<file path="src/rtl/tinyriscv_pkg.sv">
// Shared definitions for the pipeline skid stage.
//   skid_state_e   : occupancy state of the 2-entry skid buffer
//   SKID_CNT_W_DEF : default width of the optional back-pressure counter
package tinyriscv_pkg;

  typedef enum logic [1:0] {
    ST_EMPTY = 2'd0,  // no valid entry
    ST_FULL  = 2'd1,  // main register valid
    ST_SKID  = 2'd2   // main and skid registers valid
  } skid_state_e;

  localparam int SKID_CNT_W_DEF = 16;

endpackage

</file>
<file path="src/rtl/pipe_skid_data.sv">
// Data storage for the skid stage: a main register that drives the
// downstream payload and a skid register that catches one extra beat.
// Ports:
//   clk_i, rst_i      clock / synchronous active-high reset
//   clear_i           flush: both registers return to RESET_VAL
//   load_main_i       main <= data_i
//   load_skid_i       skid <= data_i
//   main_from_skid_i  main <= skid
//   data_i            incoming payload
//   main_o            main register contents
module pipe_skid_data
  import tinyriscv_pkg::*;
#(
  parameter int               WIDTH     = 32,
  parameter logic [WIDTH-1:0] RESET_VAL = '0
) (
  input  logic             clk_i,
  input  logic             rst_i,
  input  logic             clear_i,
  input  logic             load_main_i,
  input  logic             load_skid_i,
  input  logic             main_from_skid_i,
  input  logic [WIDTH-1:0] data_i,
  output logic [WIDTH-1:0] main_o
);

  logic [WIDTH-1:0] r_main;
  logic [WIDTH-1:0] r_skid;

  // Reset and flush win over every load so nothing from the clear cycle survives.
  always_ff @(posedge clk_i) begin
    if (rst_i || clear_i) begin
      r_main <= RESET_VAL;
      r_skid <= RESET_VAL;
    end else begin
      if (main_from_skid_i) begin
        r_main <= r_skid;
      end else if (load_main_i) begin
        r_main <= data_i;
      end
      if (load_skid_i) begin
        r_skid <= data_i;
      end
    end
  end

  assign main_o = r_main;

endmodule

</file>
<file path="src/rtl/pipe_skid_stage.sv">
// Single pipeline stage with a 2-entry skid buffer. in_ready_o depends
// only on registered state, which breaks the ready path between stages.
// Optional feature macro: PIPE_SKID_STALL_CNT_EN adds stall_cnt_o, a
// saturating count of cycles with out_valid_o=1 and out_ready_i=0.
// Ports:
//   clk_i, rst_i             clock / synchronous active-high reset
//   flush_i                  drop held and incoming data
//   in_valid_i/in_ready_o    upstream handshake, in_data_i payload
//   out_valid_o/out_ready_i  downstream handshake, out_data_o payload
//   stall_cnt_o              back-pressure count (macro builds only)
module pipe_skid_stage
  import tinyriscv_pkg::*;
#(
  parameter int               WIDTH     = 32,
  parameter logic [WIDTH-1:0] RESET_VAL = '0,
  parameter int               CNT_W     = SKID_CNT_W_DEF
) (
  input  logic             clk_i,
  input  logic             rst_i,
  input  logic             flush_i,
  input  logic             in_valid_i,
  output logic             in_ready_o,
  input  logic [WIDTH-1:0] in_data_i,
  output logic             out_valid_o,
  input  logic             out_ready_i,
  output logic [WIDTH-1:0] out_data_o
`ifdef PIPE_SKID_STALL_CNT_EN
  ,
  output logic [CNT_W-1:0] stall_cnt_o
`endif
);

  // Elaboration-time parameter sanity checks.
  if ((WIDTH < 1) || (WIDTH > 256)) begin : g_bad_width
    $error("pipe_skid_stage: WIDTH must be 1..256");
  end
  if (CNT_W < 1) begin : g_bad_cnt_w
    $error("pipe_skid_stage: CNT_W must be >= 1");
  end

  skid_state_e r_state;
  skid_state_e w_next;
  logic        w_load_main;
  logic        w_load_skid;
  logic        w_main_from_skid;

  assign out_valid_o = (r_state != ST_EMPTY);
  assign in_ready_o  = (r_state != ST_SKID);

  always_comb begin
    w_next           = r_state;
    w_load_main      = 1'b0;
    w_load_skid      = 1'b0;
    w_main_from_skid = 1'b0;
    case (r_state)
      ST_EMPTY: begin
        if (in_valid_i) begin
          w_load_main = 1'b1;
          w_next      = ST_FULL;
        end
      end
      ST_FULL: begin
        if (in_valid_i && out_ready_i) begin
          // Main drains and refills in the same cycle.
          w_load_main = 1'b1;
        end else if (out_ready_i) begin
          w_next = ST_EMPTY;
        end else if (in_valid_i) begin
          // Downstream stalled while we were still ready: park the beat.
          w_load_skid = 1'b1;
          w_next      = ST_SKID;
        end
      end
      ST_SKID: begin
        if (out_ready_i) begin
          w_main_from_skid = 1'b1;
          w_next           = ST_FULL;
        end
      end
      default: w_next = ST_EMPTY;
    endcase
  end

  always_ff @(posedge clk_i) begin
    if (rst_i || flush_i) begin
      r_state <= ST_EMPTY;
    end else begin
      r_state <= w_next;
    end
  end

  pipe_skid_data #(
    .WIDTH     (WIDTH),
    .RESET_VAL (RESET_VAL)
  ) u_data (
    .clk_i            (clk_i),
    .rst_i            (rst_i),
    .clear_i          (flush_i),
    .load_main_i      (w_load_main),
    .load_skid_i      (w_load_skid),
    .main_from_skid_i (w_main_from_skid),
    .data_i           (in_data_i),
    .main_o           (out_data_o)
  );

`ifdef PIPE_SKID_STALL_CNT_EN
  logic [CNT_W-1:0] r_stall_cnt;

  // Flush deliberately leaves the count alone; only reset clears it.
  always_ff @(posedge clk_i) begin
    if (rst_i) begin
      r_stall_cnt <= '0;
    end else if (out_valid_o && !out_ready_i && (r_stall_cnt != {CNT_W{1'b1}})) begin
      r_stall_cnt <= r_stall_cnt + CNT_W'(1);
    end
  end

  assign stall_cnt_o = r_stall_cnt;
`endif

endmodule

</file>
<file path="config.mk">
export PLATFORM = sky130hd
export DESIGN_NAME = pipe_skid_stage
export DESIGN_NICKNAME = d
export VERILOG_FILES = /design/src/rtl/tinyriscv_pkg.sv /design/src/rtl/pipe_skid_data.sv /design/src/rtl/pipe_skid_stage.sv
export SDC_FILE = /design/constraint.sdc
export NUM_CORES = 1
export LEC_CHECK = 0
export ABC_CLOCK_PERIOD_IN_PS = 2100
export CAP_MARGIN = 15
export CORE_MARGIN = 4
export CORE_UTILIZATION = 45
export DETAILED_ROUTE_END_ITERATION = 7
export PLACE_DENSITY_LB_ADDON = 0.12
export SLEW_MARGIN = 20
export SYNTH_ARGS = -nofsm -noshare
export SYNTH_HDL_FRONTEND = slang
export SYNTH_SLANG_ARGS = --single-unit
</file>
<file path="constraint.sdc">
create_clock -name clk_i -period 2.1 [get_ports clk_i]
set_input_delay 0.21 -clock clk_i [delete_from_list [all_inputs] [get_ports clk_i]]
set_output_delay 0.21 -clock clk_i [all_outputs]
set_load 0.01 [all_outputs]
</file>
# == After elaboration in Yosys (flattened, before gate mapping) ==
# Index checks and enable logic that the tools add are counted.
# totals
reg_bits,66
latch_bits,0
ramBits,0
rom_bits,0
input_bits,37
elab_cells,32
n_memories,0
# classes
n_addsub,0
multipliers,0
n_div,0
magnitude_cmp,0
n_eq_ne,7
shifts,0
mux,16
bitwise,0
reduce_logical,6
# ops
op,count
two-way mux 32 bit,2
two-way mux 2 bit,5
"!= test 2 bit, second input constant",4
two-way mux 1 bit,7
one-hot mux 2 bit (3 select lines),1
AND reduction 4 bit,1
nonzero test 2 bit,2
"!= test 3 bit, second input constant",1
"equality test 2 x 1 -> 1 bit, second input constant",1
"equality test 2 bit, second input constant",1
zero test 2 bit,1
one-hot mux 1 bit (2 select lines),1
logical AND 1 bit,1
logical OR 1 bit,1

# == Longest topological paths before layout ==
# depth
word_depth,5
mapped_depth,5
depth_no_buf,3

# == Hierarchy ==
# Synthesis repeated with hierarchy kept, for this count alone.
# hier_totals
cells_unflattened,262
area_unflattened_um2,2800.2
# modules_own_cells
mod,n_inst,cells_per_inst,area_each_um2,seq_area_each_um2
pipe_skid_data,1,247,2673.8,1281.2
pipe_skid_stage,1,15,126.4,40.0

# == Least setup slack after synthesis ==
# OpenSTA, ideal clock, no wires.
# synth_path
path_type,flip-flop to flip-flop
startpoint,reg r_state[0]
endpoint,reg u_data.r_main[30] (netlist: u_data.main_o[30])
setup_time_ns,0.133
arrival_ns,1.152
t_required_ns,1.967
path_slack_ns,0.815
stages_incl_launch_ff,6
path_buffers,2
synth_period_minus_slack_ns,1.285
cell_sequence,dfxtp_1 and3b_1 buf_6 buf_6 a211oi_1 a311oi_2
# synth_between
elab_chain_len,3
elab_cells_between_ends,7
# synth_lines
element,line_no,rtl
from (decl),pipe_skid_stage.sv:41,skid_state_e r_state;
from (signal assigned),pipe_skid_stage.sv:88,r_state <= w_next;
equality test 2 x 1 -> 1 bit (tied with other cells),pipe_skid_stage.sv:55,case (r_state)
one-hot mux 1 bit (2 select lines) / two-way mux 1 bit (equally long branches),pipe_skid_stage.sv:55,
nonzero test 2 bit (no source line) / two-way mux 32 bit (equally long branches),-,
to (signal assigned),pipe_skid_data.sv:37,r_main <= r_skid;
to (signal assigned),pipe_skid_data.sv:39,r_main <= data_i;
to (decl),pipe_skid_data.sv:27,logic [WIDTH-1:0] r_main;
# Several ways; a longest one is shown, not always the timed one.
# A chain may end at the register's enable or synchronous reset.

# == Final worst setup path ==
# layout_path
startpoint,reg r_state[1]
endpoint,out in_ready_o
# layout_between
elab_chain_len,1
# layout_lines
element,line_no,rtl
!= test 2 bit,pipe_skid_stage.sv:48,assign in_ready_o = (r_state != ST_SKID);
to (decl),pipe_skid_stage.sv:22,"output logic in_ready_o,"
# No other way between the ends.

==> flow_summary_export.csv <==
group,metric,value,unit
clocking,clk_pin_slew_worst_paths,70,ps
synth,syn-num-nets,381,
timing,setup_viol,0,
routing,drt_iter0_markers,171,
placed_design,hpwl,4.37,mm
worst_setup_path,critPathLaunchType,"flop",
power,clockPowerShare,38.6,%
floorplan,initial_utilization,46.9,%
final_layout,regArea,1320,µm²
synth,ys_seq_area_share,47.0,%
power,pwr-share-comb,12.2,%
synth,synth_cells,344,
final_layout,nets,441,
final_layout,layout_common_cells,"nand2_1 (129), clkdlybuf4s50_1 (70), dfxtp_1 (66)",
routing,wl_met3,393,µm
routing,wl_per_cell,14.8,µm
power,power_density,707,nW/µm²
power,p_sw,622,µW
worst_setup_path,critical_path_class,"reg -> out",
placed_design,place.gp.congestion,0.796,
routing,firstDrtPassIters,4,
global_route,grt_start_max_net_pins,67,
min_path,worstHoldPathType,"in -> reg",
timing,fmax,557,MHz
floorplan,pin_count,71,
power,p_seq_share,49.2,%
global_route,grt.total_usage,19.6,%
worst_setup_path,worstPathCellList,"or2b_1 -> clkdlybuf4s50_1",
worst_setup_path,crit_slowest_cell,"dfxtp_1",
clocking,holdBufCountCts,0,
synth,synth_cell_types,23,
floorplan,die_area,7580,µm²
synth,avgSynthCellArea,8.17,µm²
timing,grt_setup_unrepaired,"no",
power,p_sw_share,23.4,%
worst_setup_path,critical_path.max_fanout,9,
timing,tns,0,ps
power,total_power,2.65,mW
clocking,cts_tree,"built",
timing,period_share,85.5,%
clocking,cts_setup_buffers,0,
floorplan,die_w,87.0,µm
floorplan,rows,28,
clocking,cts.sinks,66,
worst_setup_path,critPathBufInv,1,
timing,hold_viol,0,
routing,wirelength_met1,3.33,mm
final_layout,n_fill_cell,546,
routing,drc,0,
global_route,antenna_found_initial,0,
placed_design,port-buffer-count,70,
synth,ys_ff_latch,66,
clocking,cts_buffer_depth,2,
worst_setup_path,arrival,1590,ps
final_layout,syn_to_final_growth,33.5,%
routing,num_vias,2637,
timing,skew,9.48,ps
synth,yosys_warnings,0,
routing,dr_wl_met2,3.36,mm
final_layout,layout_commonest_cell,"nand2_1",
final_layout,multiInputGateArea,1310,µm²
worst_setup_path,worstSetupEndpointType,"primary output",
clocking,cts_buffers,9,
global_route,grt_pass1_vias,2417,
power,max-vdd-ir-drop,0.385,mV
floorplan,coreArea,5990,µm²
final_layout,antennaDiodeCount,0,
power,intPower,2.03,mW
timing,period_needed,1800,ps
job,drv_cap,0,
clocking,worstSkewPairLatency,330,ps
final_layout,drive_gt1_share,8.58,%
global_route,grt_overflow,0,
routing,vias_per_cell,5.46,
routing,wl,7.16,mm
clocking,root_buffer,"clkbuf_8",
power,p_leak,1.29,nW
routing,antenna_left,0,
routing,top_layer_used,"met4",
worst_setup_path,required,1890,ps
clocking,cts-resized-gates,0,
timing,drv_slew,0,
timing,maxSlewHeadroom,53.0,%
global_route,grt_pass1_wl,11.7,mm
synth,syn_area,2810,µm²
worst_setup_path,critPathTopFamily,"flip-flops",
timing,tightest_slew,705,ps
worst_setup_path,slowest_delay,500,ps
run_status,status,"complete, no violations",
floorplan,die_h,87.0,µm
clocking,htreeDepth,3,
## cell usage after synthesis
master / number / area (µm²)
a311oi_1: 31 / 272
a311oi_2: 1 / 15.0
a21o_1: 2 / 15.0
a211oi_1: 32 / 240
and3b_1: 1 / 8.76
clkbuf_1: 11 / 41.3
or3b_2: 1 / 8.76
buf_6: 3 / 33.8
nand2_1: 129 / 484
or2b_1: 1 / 7.51
nor2b_1: 2 / 12.5
nand2b_1: 1 / 6.26
or2_2: 2 / 12.5
buf_4: 4 / 30.0
o21ai_0: 1 / 5.00
o21bai_1: 1 / 7.51
nor4bb_1: 1 / 10.0
nand4bb_1: 1 / 11.3
dfxtp_1: 66 / 1320
buf_2: 18 / 90.1
a21oi_1: 33 / 165
and2_1: 1 / 6.26
nand3b_1: 1 / 7.51
## cells by family (layout without fill, tap and decap cells)
kind of cell	count (synthesis)	in the layout	synth area share, %
buffers and inverters	36	100	6.94
AOI/OAI and AO/OA	101	101	25.6
DFF	66	66	47.0
and+or+nand+nor	141	141	20.5
## power by group through the flow
stage               registers, mW  logic (mW)  clock network (mW)
floorplan                    1.34       0.135                   0
global placement             1.33       0.320                   0
detailed placement           1.33       0.323                   0
CTS                          1.31       0.324                1.05
global route                 1.31       0.349                1.12
finish                       1.31       0.324                1.02
## stage by stage
stage          cells  worst slack [ps]  instance area, µm²  util (%)  hold WS [ps]
2_1_floorplan    344               815                2810         -           346
5_1_grt          483               233                3750      62.6           459
4_1_cts          483               277                3750      62.6           438
3_3_place_gp     468               362                3570      59.5           442
6_report         483               303                3750      62.6           449
3_5_place_dp     468               301                3570      59.5           447
## final cells by class
cell class | instances | area share (%)
Sequential cell | 66 | 35.2
Multi-Input combinational cell | 242 | 35.0
Timing Repair Buffer | 85 | 22.3
Clock buffer | 12 | 3.87
Tap cell | 75 | 2.50
Clock inverter | 3 | 1.07
## registers in the layout, summed over array words and instances (netlist names)
| register | flops |
|---|---|
| u_data.main_o | 32 |
| u_data.r_skid | 32 |
| r_state | 2 |
## per-layer routing
metal | up-vias | track usage [%]
li1 | 1334 | -
met1 | 1229 | 26.2
met2 | 64 | 29.8
met3 | 10 | 4.16
met4 | 0 | 10.1
met5 | - | 0
## worst register-to-register path, cell delays in order (launching register included)
cell      delay (ps)
dfxtp_1          500
and3b_2          290
buf_4            310
nand2_1           90
a311oi_1         290
## final timing paths
path                                   from                        endpoint  slack (ps)  cells after the start
max                 r_state[1]$_SDFFE_PP0P_                      in_ready_o         300                      2
min                           in_data_i[27]  u_data.r_skid[27]$_SDFFE_PP0P_         450                      3
max reg2reg         r_state[1]$_SDFFE_PP0P_  u_data.main_o[26]$_SDFFE_PP0P_         520                      4
min reg2reg  u_data.r_skid[30]$_SDFFE_PP0P_  u_data.r_skid[30]$_SDFFE_PP0P_         450                      2
(Power assumes the default switching activity.)
